[src/rtl/peridot_servo_pwmcap.sv]
// peridot_servo_pwmcap: RC servo pulse-width capture channel.
// Measures the high time of pwm_in in servo steps (pwm_timing ticks) and
// converts it to the 8-bit servo width code (0 min, 128 centre, 255 max).
// Also flags a lost signal after a run of ticks with no valid capture.
// Optional build macro PERIDOT_PWMCAP_FILTER_EN inserts a 3-sample majority
// glitch filter after the synchronizer; this adds 2 clk of latency.
module peridot_servo_pwmcap #(
   parameter int MINWIDTHSTEP = 64,
   parameter int MAXPULSESTEP = 512,
   parameter int TIMEOUTSTEP  = 7680
) (
   input  logic       clk,
   input  logic       reset,
   input  logic       cap_enable,
   input  logic       pwm_timing,
   input  logic       pwm_in,
   input  logic       reg_read,
   output logic [7:0] reg_readdata,
   output logic       cap_update,
   output logic       cap_update_flag,
   output logic       cap_valid,
   output logic       signal_lost
);

   localparam int            TW     = $clog2(TIMEOUTSTEP + 1);
   localparam logic [9:0]    MIN_W  = 10'(MINWIDTHSTEP);
   localparam logic [9:0]    MAX_W  = 10'(MAXPULSESTEP);
   localparam logic [TW-1:0] TO_MAX = TW'(TIMEOUTSTEP);
   localparam logic [TW-1:0] TO_PRE = TW'(TIMEOUTSTEP - 1);

   typedef enum logic [1:0] {ARM, LOW, HIGH} state_t;

   state_t        state;
   logic          sync1, sync2;
   logic          line, line_d, rise_p, fall_p;
   logic [9:0]    wcnt;
   logic [TW-1:0] tcnt;

   // Width count to servo code: below minimum is 0, above range saturates.
   function automatic logic [7:0] width_code(input logic [9:0] c);
      logic [9:0] w;
      if (c < MIN_W) return 8'd0;
      w = c - MIN_W;
      if (w > 10'd255) return 8'hFF;
      return w[7:0];
   endfunction

   // Two-flop synchronizer. Resetting high means a line that is already high
   // out of reset never looks like a fresh rising edge.
   always_ff @(posedge clk) begin
      if (reset) begin
         sync1 <= 1'b1;
         sync2 <= 1'b1;
      end else begin
         sync1 <= pwm_in;
         sync2 <= sync1;
      end
   end

`ifdef PERIDOT_PWMCAP_FILTER_EN
   logic hist1, hist2, filt;

   // Majority of the last three synchronized samples: one-clk glitches vanish.
   always_ff @(posedge clk) begin
      if (reset) begin
         hist1 <= 1'b1;
         hist2 <= 1'b1;
         filt  <= 1'b1;
      end else begin
         hist1 <= sync2;
         hist2 <= hist1;
         filt  <= (sync2 & hist1) | (sync2 & hist2) | (hist1 & hist2);
      end
   end

   assign line = filt;
`else
   assign line = sync2;
`endif

   // Registered edge detector; line_d is the level the FSM qualifies on.
   always_ff @(posedge clk) begin
      if (reset) begin
         line_d <= 1'b1;
         rise_p <= 1'b0;
         fall_p <= 1'b0;
      end else begin
         line_d <= line;
         rise_p <= line & ~line_d;
         fall_p <= ~line & line_d;
      end
   end

   // Capture FSM, timeout counter and all registered outputs.
   always_ff @(posedge clk) begin
      if (reset) begin
         state           <= ARM;
         wcnt            <= '0;
         tcnt            <= '0;
         reg_readdata    <= 8'd128;
         cap_update      <= 1'b0;
         cap_update_flag <= 1'b0;
         cap_valid       <= 1'b0;
         signal_lost     <= 1'b1;
      end else if (!cap_enable) begin
         state       <= ARM;
         wcnt        <= '0;
         tcnt        <= '0;
         cap_update  <= 1'b0;
         cap_valid   <= 1'b0;
         signal_lost <= 1'b1;
         if (reg_read) cap_update_flag <= 1'b0;
      end else begin
         cap_update <= 1'b0;
         if (reg_read) cap_update_flag <= 1'b0;

         // Timeout runs in every state; a capture below overrides it.
         if (pwm_timing && tcnt != TO_MAX) begin
            tcnt <= tcnt + 1'b1;
            if (tcnt == TO_PRE) begin
               signal_lost  <= 1'b1;
               cap_valid    <= 1'b0;
               reg_readdata <= 8'd128;
            end
         end

         case (state)
            ARM: if (!line_d) state <= LOW;
            LOW: if (rise_p) begin
               wcnt  <= '0;
               state <= HIGH;
            end
            HIGH: begin
               // Falling edge wins over a coincident tick.
               if (fall_p) begin
                  reg_readdata    <= width_code(wcnt);
                  cap_update      <= 1'b1;
                  cap_update_flag <= 1'b1;
                  cap_valid       <= 1'b1;
                  signal_lost     <= 1'b0;
                  tcnt            <= '0;
                  state           <= LOW;
               end else if (pwm_timing) begin
                  if (wcnt == MAX_W) state <= ARM;
                  else               wcnt  <= wcnt + 1'b1;
               end
            end
            default: state <= ARM;
         endcase
      end
   end

endmodule
[config.mk]
export PLATFORM = sky130hd
export DESIGN_NAME = peridot_servo_pwmcap
export DESIGN_NICKNAME = d
export VERILOG_FILES = /design/src/rtl/peridot_servo_pwmcap.sv
export SDC_FILE = /design/constraint.sdc
export NUM_CORES = 1
export LEC_CHECK = 0
export ABC_AREA = 1
export CELL_PAD_IN_SITES_DETAIL_PLACEMENT = 1
export CELL_PAD_IN_SITES_GLOBAL_PLACEMENT = 1
export CORE_MARGIN = 1.5
export CORE_UTILIZATION = 37
export DETAILED_ROUTE_END_ITERATION = 7
export PLACE_DENSITY = 0.83
export SLEW_MARGIN = 5
export SYNTH_ARGS = -nofsm -noshare
export SYNTH_HDL_FRONTEND = slang
export SYNTH_SLANG_ARGS = --single-unit
[constraint.sdc]
create_clock -name clk -period 1.4 [get_ports clk]
set_input_delay 0.42 -clock clk [delete_from_list [all_inputs] [get_ports clk]]
set_output_delay 0.42 -clock clk [all_outputs]
set_load 0.02 [all_outputs]
==> impl_metrics.py <==
metrics = {
    "status": {
        "status": "complete, but fails checks",
        "violations": "negative setup slack",
    },
    "timing": {
        "finalHoldViolCount": 0,
        "finalCriticalPeriod_ns": 1.56,
        "finalSetupTns_ns": -1.15,
        "setup_ws_ns": -0.155,
        "rsz0062_at_grt": "yes",
        "fin_worst_skew_ns": 0.00800,
        "finalSetupViolCount": 21,
        "post-route-period-util": 1.11,
        "max_freq_mhz": 643,
        "max-slew-margin-rel": 0.783,
        "drv_slew": 0,
        "worst_pin_slew_ns": 0.325,
    },
    "detailed_routing": {
        "met1Wirelength_mm": 3.68,
        "num_vias": 2751,
        "viasPerCell": 5.29,
        "wl_met2_mm": 5.09,
        "dr.pass1.iters": 4,
        "wl_per_cell_um": 17.9,
        "drc": 0,
        "drt_iter0_drc": 74,
        "routed-wl-met3_um": 291,
        "ant_nets": 0,
        "dr.max_layer_used": "met4",
        "drt_wl_total_mm": 9.31,
    },
    "finish": {
        "final_cells": 520,
        "layout.nets": 455,
        "drive_above_1_share": 0.411,
        "fill_cells": 815,
        "antennaDiodeCount": 0,
        "stdcell_area_um2": 3560,
        "area_growth_pct": 46.1,
    },
    "worst_setup_path": {
        "critical_path_required_ns": 1.62,
        "cp_cell_sequence": "inv_4 -> ha_4 -> nand2_2 -> nor2_2 -> nand2_2 -> nand2_4 -> nand2_8 -> nand2_4 -> nand2_1 -> a21oi_1",
        "start_kind": "register",
        "path_buf_inv": 1,
        "slowest_delay_ns": 0.38,
        "slowest_stage": "dfxtp_4",
        "endpoint_kind": "register",
        "arrival_ns": 1.78,
        "critical-path-top-delay-family": "simple AND/OR/NAND/NOR gates",
        "cp_max_fo": 4,
        "worstSetupPathType": "reg -> reg",
    },
    "clock_tree": {
        "insertion_delay_ns": 0.31,
        "clk_transition_reported_paths_ns": 0.09,
        "cts_root_buf": "clkbuf_8",
        "clock_path_buffers": 2,
        "cts_tree": "yes",
        "cts_made_buffers": 5,
        "cts_sinks": 42,
        "h-tree-depth": 2,
        "cts_hold_buf": 0,
    },
    "die": {
        "fp.dieH_um": 84.2,
        "fp.coreArea_um2": 6350,
        "die_area_um2": 7090,
        "ioPinCount": 18,
        "initial_core_util": 0.384,
        "rows": 29,
        "die_width_um": 84.2,
    },
    "run": {
        "max_cap_violations": 0,
    },
    "placement": {
        "placed_cell_area_um2": 2970,
        "preCtsSetupSlack_ns": -0.310,
        "dpl.hpwl_mm": 5.52,
        "dp_cells": 499,
        "port_buffers": 17,
        "place_congestion": 0.812,
    },
    "synthesis": {
        "synth_most_common_cell": "nand2_1",
        "syn_avg_cell_area_um2": 6.56,
        "synth_edf_count": 0,
        "syn-num-nets": 385,
        "syn_area_um2": 2440,
        "synth_seq_cells": 42,
        "yosys_warnings": 0,
        "synth_commonest_cells": "103 x nand2_1, 43 x inv_1, 43 x nor2_1, 42 x dfxtp_1",
        "ys.flop_type": "dfxtp_1",
        "syn_inst": 372,
        "ys_async_sr_fraction": 0,
        "ys_types": 29,
        "synth_top_area_frac": 0.345,
        "synth_seq_area_share": 0.345,
        "synthTopCellsByArea": "dfxtp_1 34%, nand2_1 16%, inv_1 6.6%, nor2_1 6.6%, a21oi_1 6.2%",
        "yosysTopAreaCell": "dfxtp_1",
    },
    "global_routing": {
        "grt_overflow": 0,
        "antenna_found_initial": 0,
        "grt_usage": 0.233,
        "grt_max_degree": 15,
        "grt_pass1_vias": 2792,
        "grt_pass1_wl_mm": 13.2,
    },
    "power_and_ir_drop": {
        "leakage_nw": 1.49,
        "finalPower_mw": 2.45,
        "ir_drop_uv": 449,
        "power.density_nw_per_um2": 688,
    },
    "hold_path": {
        "min_path_type": "reg -> reg",
    },
}
## path summary, 6_finish.rpt
path                                            from                   end  slack (ns)  cells after the start
worst max-delay path            wcnt[1]$_SDFFE_PP0P_  wcnt[2]$_SDFFE_PP0P_       -0.16                     10
worst min-delay path                sync1$_SDFF_PP1_       line$_SDFF_PP1_        0.41                      1
worst max register to register  wcnt[1]$_SDFFE_PP0P_  wcnt[2]$_SDFFE_PP0P_       -0.16                     10
worst min register to register      sync1$_SDFF_PP1_       line$_SDFF_PP1_        0.41                      1
## cell families after synthesis
kind of cell	Yosys count	share of synthesized area
xor+xnor	8	0.0287
flops	42	0.345
simple gates	209	0.389
compound gates	47	0.101
fa+ha+maj	7	0.0359
buf+inv	59	0.101
## final cells by class
| cell class | instances | area [µm²] | area share |
|---|---|---|---|
| Sequential cell | 42 | 870 | 0.244 |
| Clock buffer | 5 | 68.8 | 0.0193 |
| Inverter | 54 | 225 | 0.0632 |
| Tap cell | 77 | 96.3 | 0.0270 |
| Multi-Input combinational cell | 272 | 1710 | 0.479 |
| Clock inverter | 3 | 21.3 | 0.00597 |
| Timing Repair Buffer | 67 | 574 | 0.161 |
## where the power goes
part,internal (mW),switching [mW],leakage [nW]
Combinational,0.140,0.206,1.10
Clock,0.352,0.506,0.0441
Sequential,1.22,0.0292,0.350
Total,1.71,0.741,1.49
## worst register-to-register path: cells and delay by family (launching register included)
kind	cells	cell delay (ns)
compound gates	1	0.19
fa+ha+maj	1	0.13
buf+inv	1	0.07
flops	1	0.38
simple gates	7	0.68
## registers in the layout, summed over array words and instances, names as in the netlist, 2 cells and up
signal,count
reg_readdata,8
state,2
tcnt,13
wcnt,10
## through the flow
step                hold WS [ns]  utilization
floorplan                  0.389            -
global placement           0.392        0.468
detailed placement         0.398        0.468
CTS                        0.411        0.514
global route               0.423        0.561
finish                     0.409        0.561
## cells in the final DEF (no fill, tap or decap), types with 4 or more instances in the layout
| cell type | instances |
|---|---|
| nor3_1 | 6 |
| nor2_2 | 11 |
| dfxtp_2 | 11 |
| o21ai_2 | 4 |
| nand3_1 | 24 |
| a21oi_2 | 9 |
| o21ai_0 | 9 |
| buf_4 | 44 |
| xor2_1 | 5 |
| nand2_1 | 89 |
| nand2_2 | 13 |
| clkdlybuf4s50_1 | 4 |
| nor2_1 | 30 |
| nand3_2 | 6 |
| inv_4 | 4 |
| dfxtp_1 | 27 |
| nor2_4 | 10 |
| inv_2 | 13 |
| a21oi_1 | 21 |
| nand2_4 | 7 |
| clkdlybuf4s15_2 | 6 |
| inv_1 | 34 |
| dfxtp_4 | 4 |
| clkbuf_8 | 5 |
| ha_4 | 4 |
## what timing repair did
action,in CTS,in global routing
gates cloned,1,0
pin swaps,18,28
gates resized for setup,77,86
buffers inserted,5,7
setup endpoints to repair,47,40
## layer usage
layer	vias up	global-route usage
met5	-	0
met4	0	0.0760
met3	23	0.0374
met2	52	0.443
met1	1374	0.263
li1	1302	-
(Power assumes the default switching activity.)
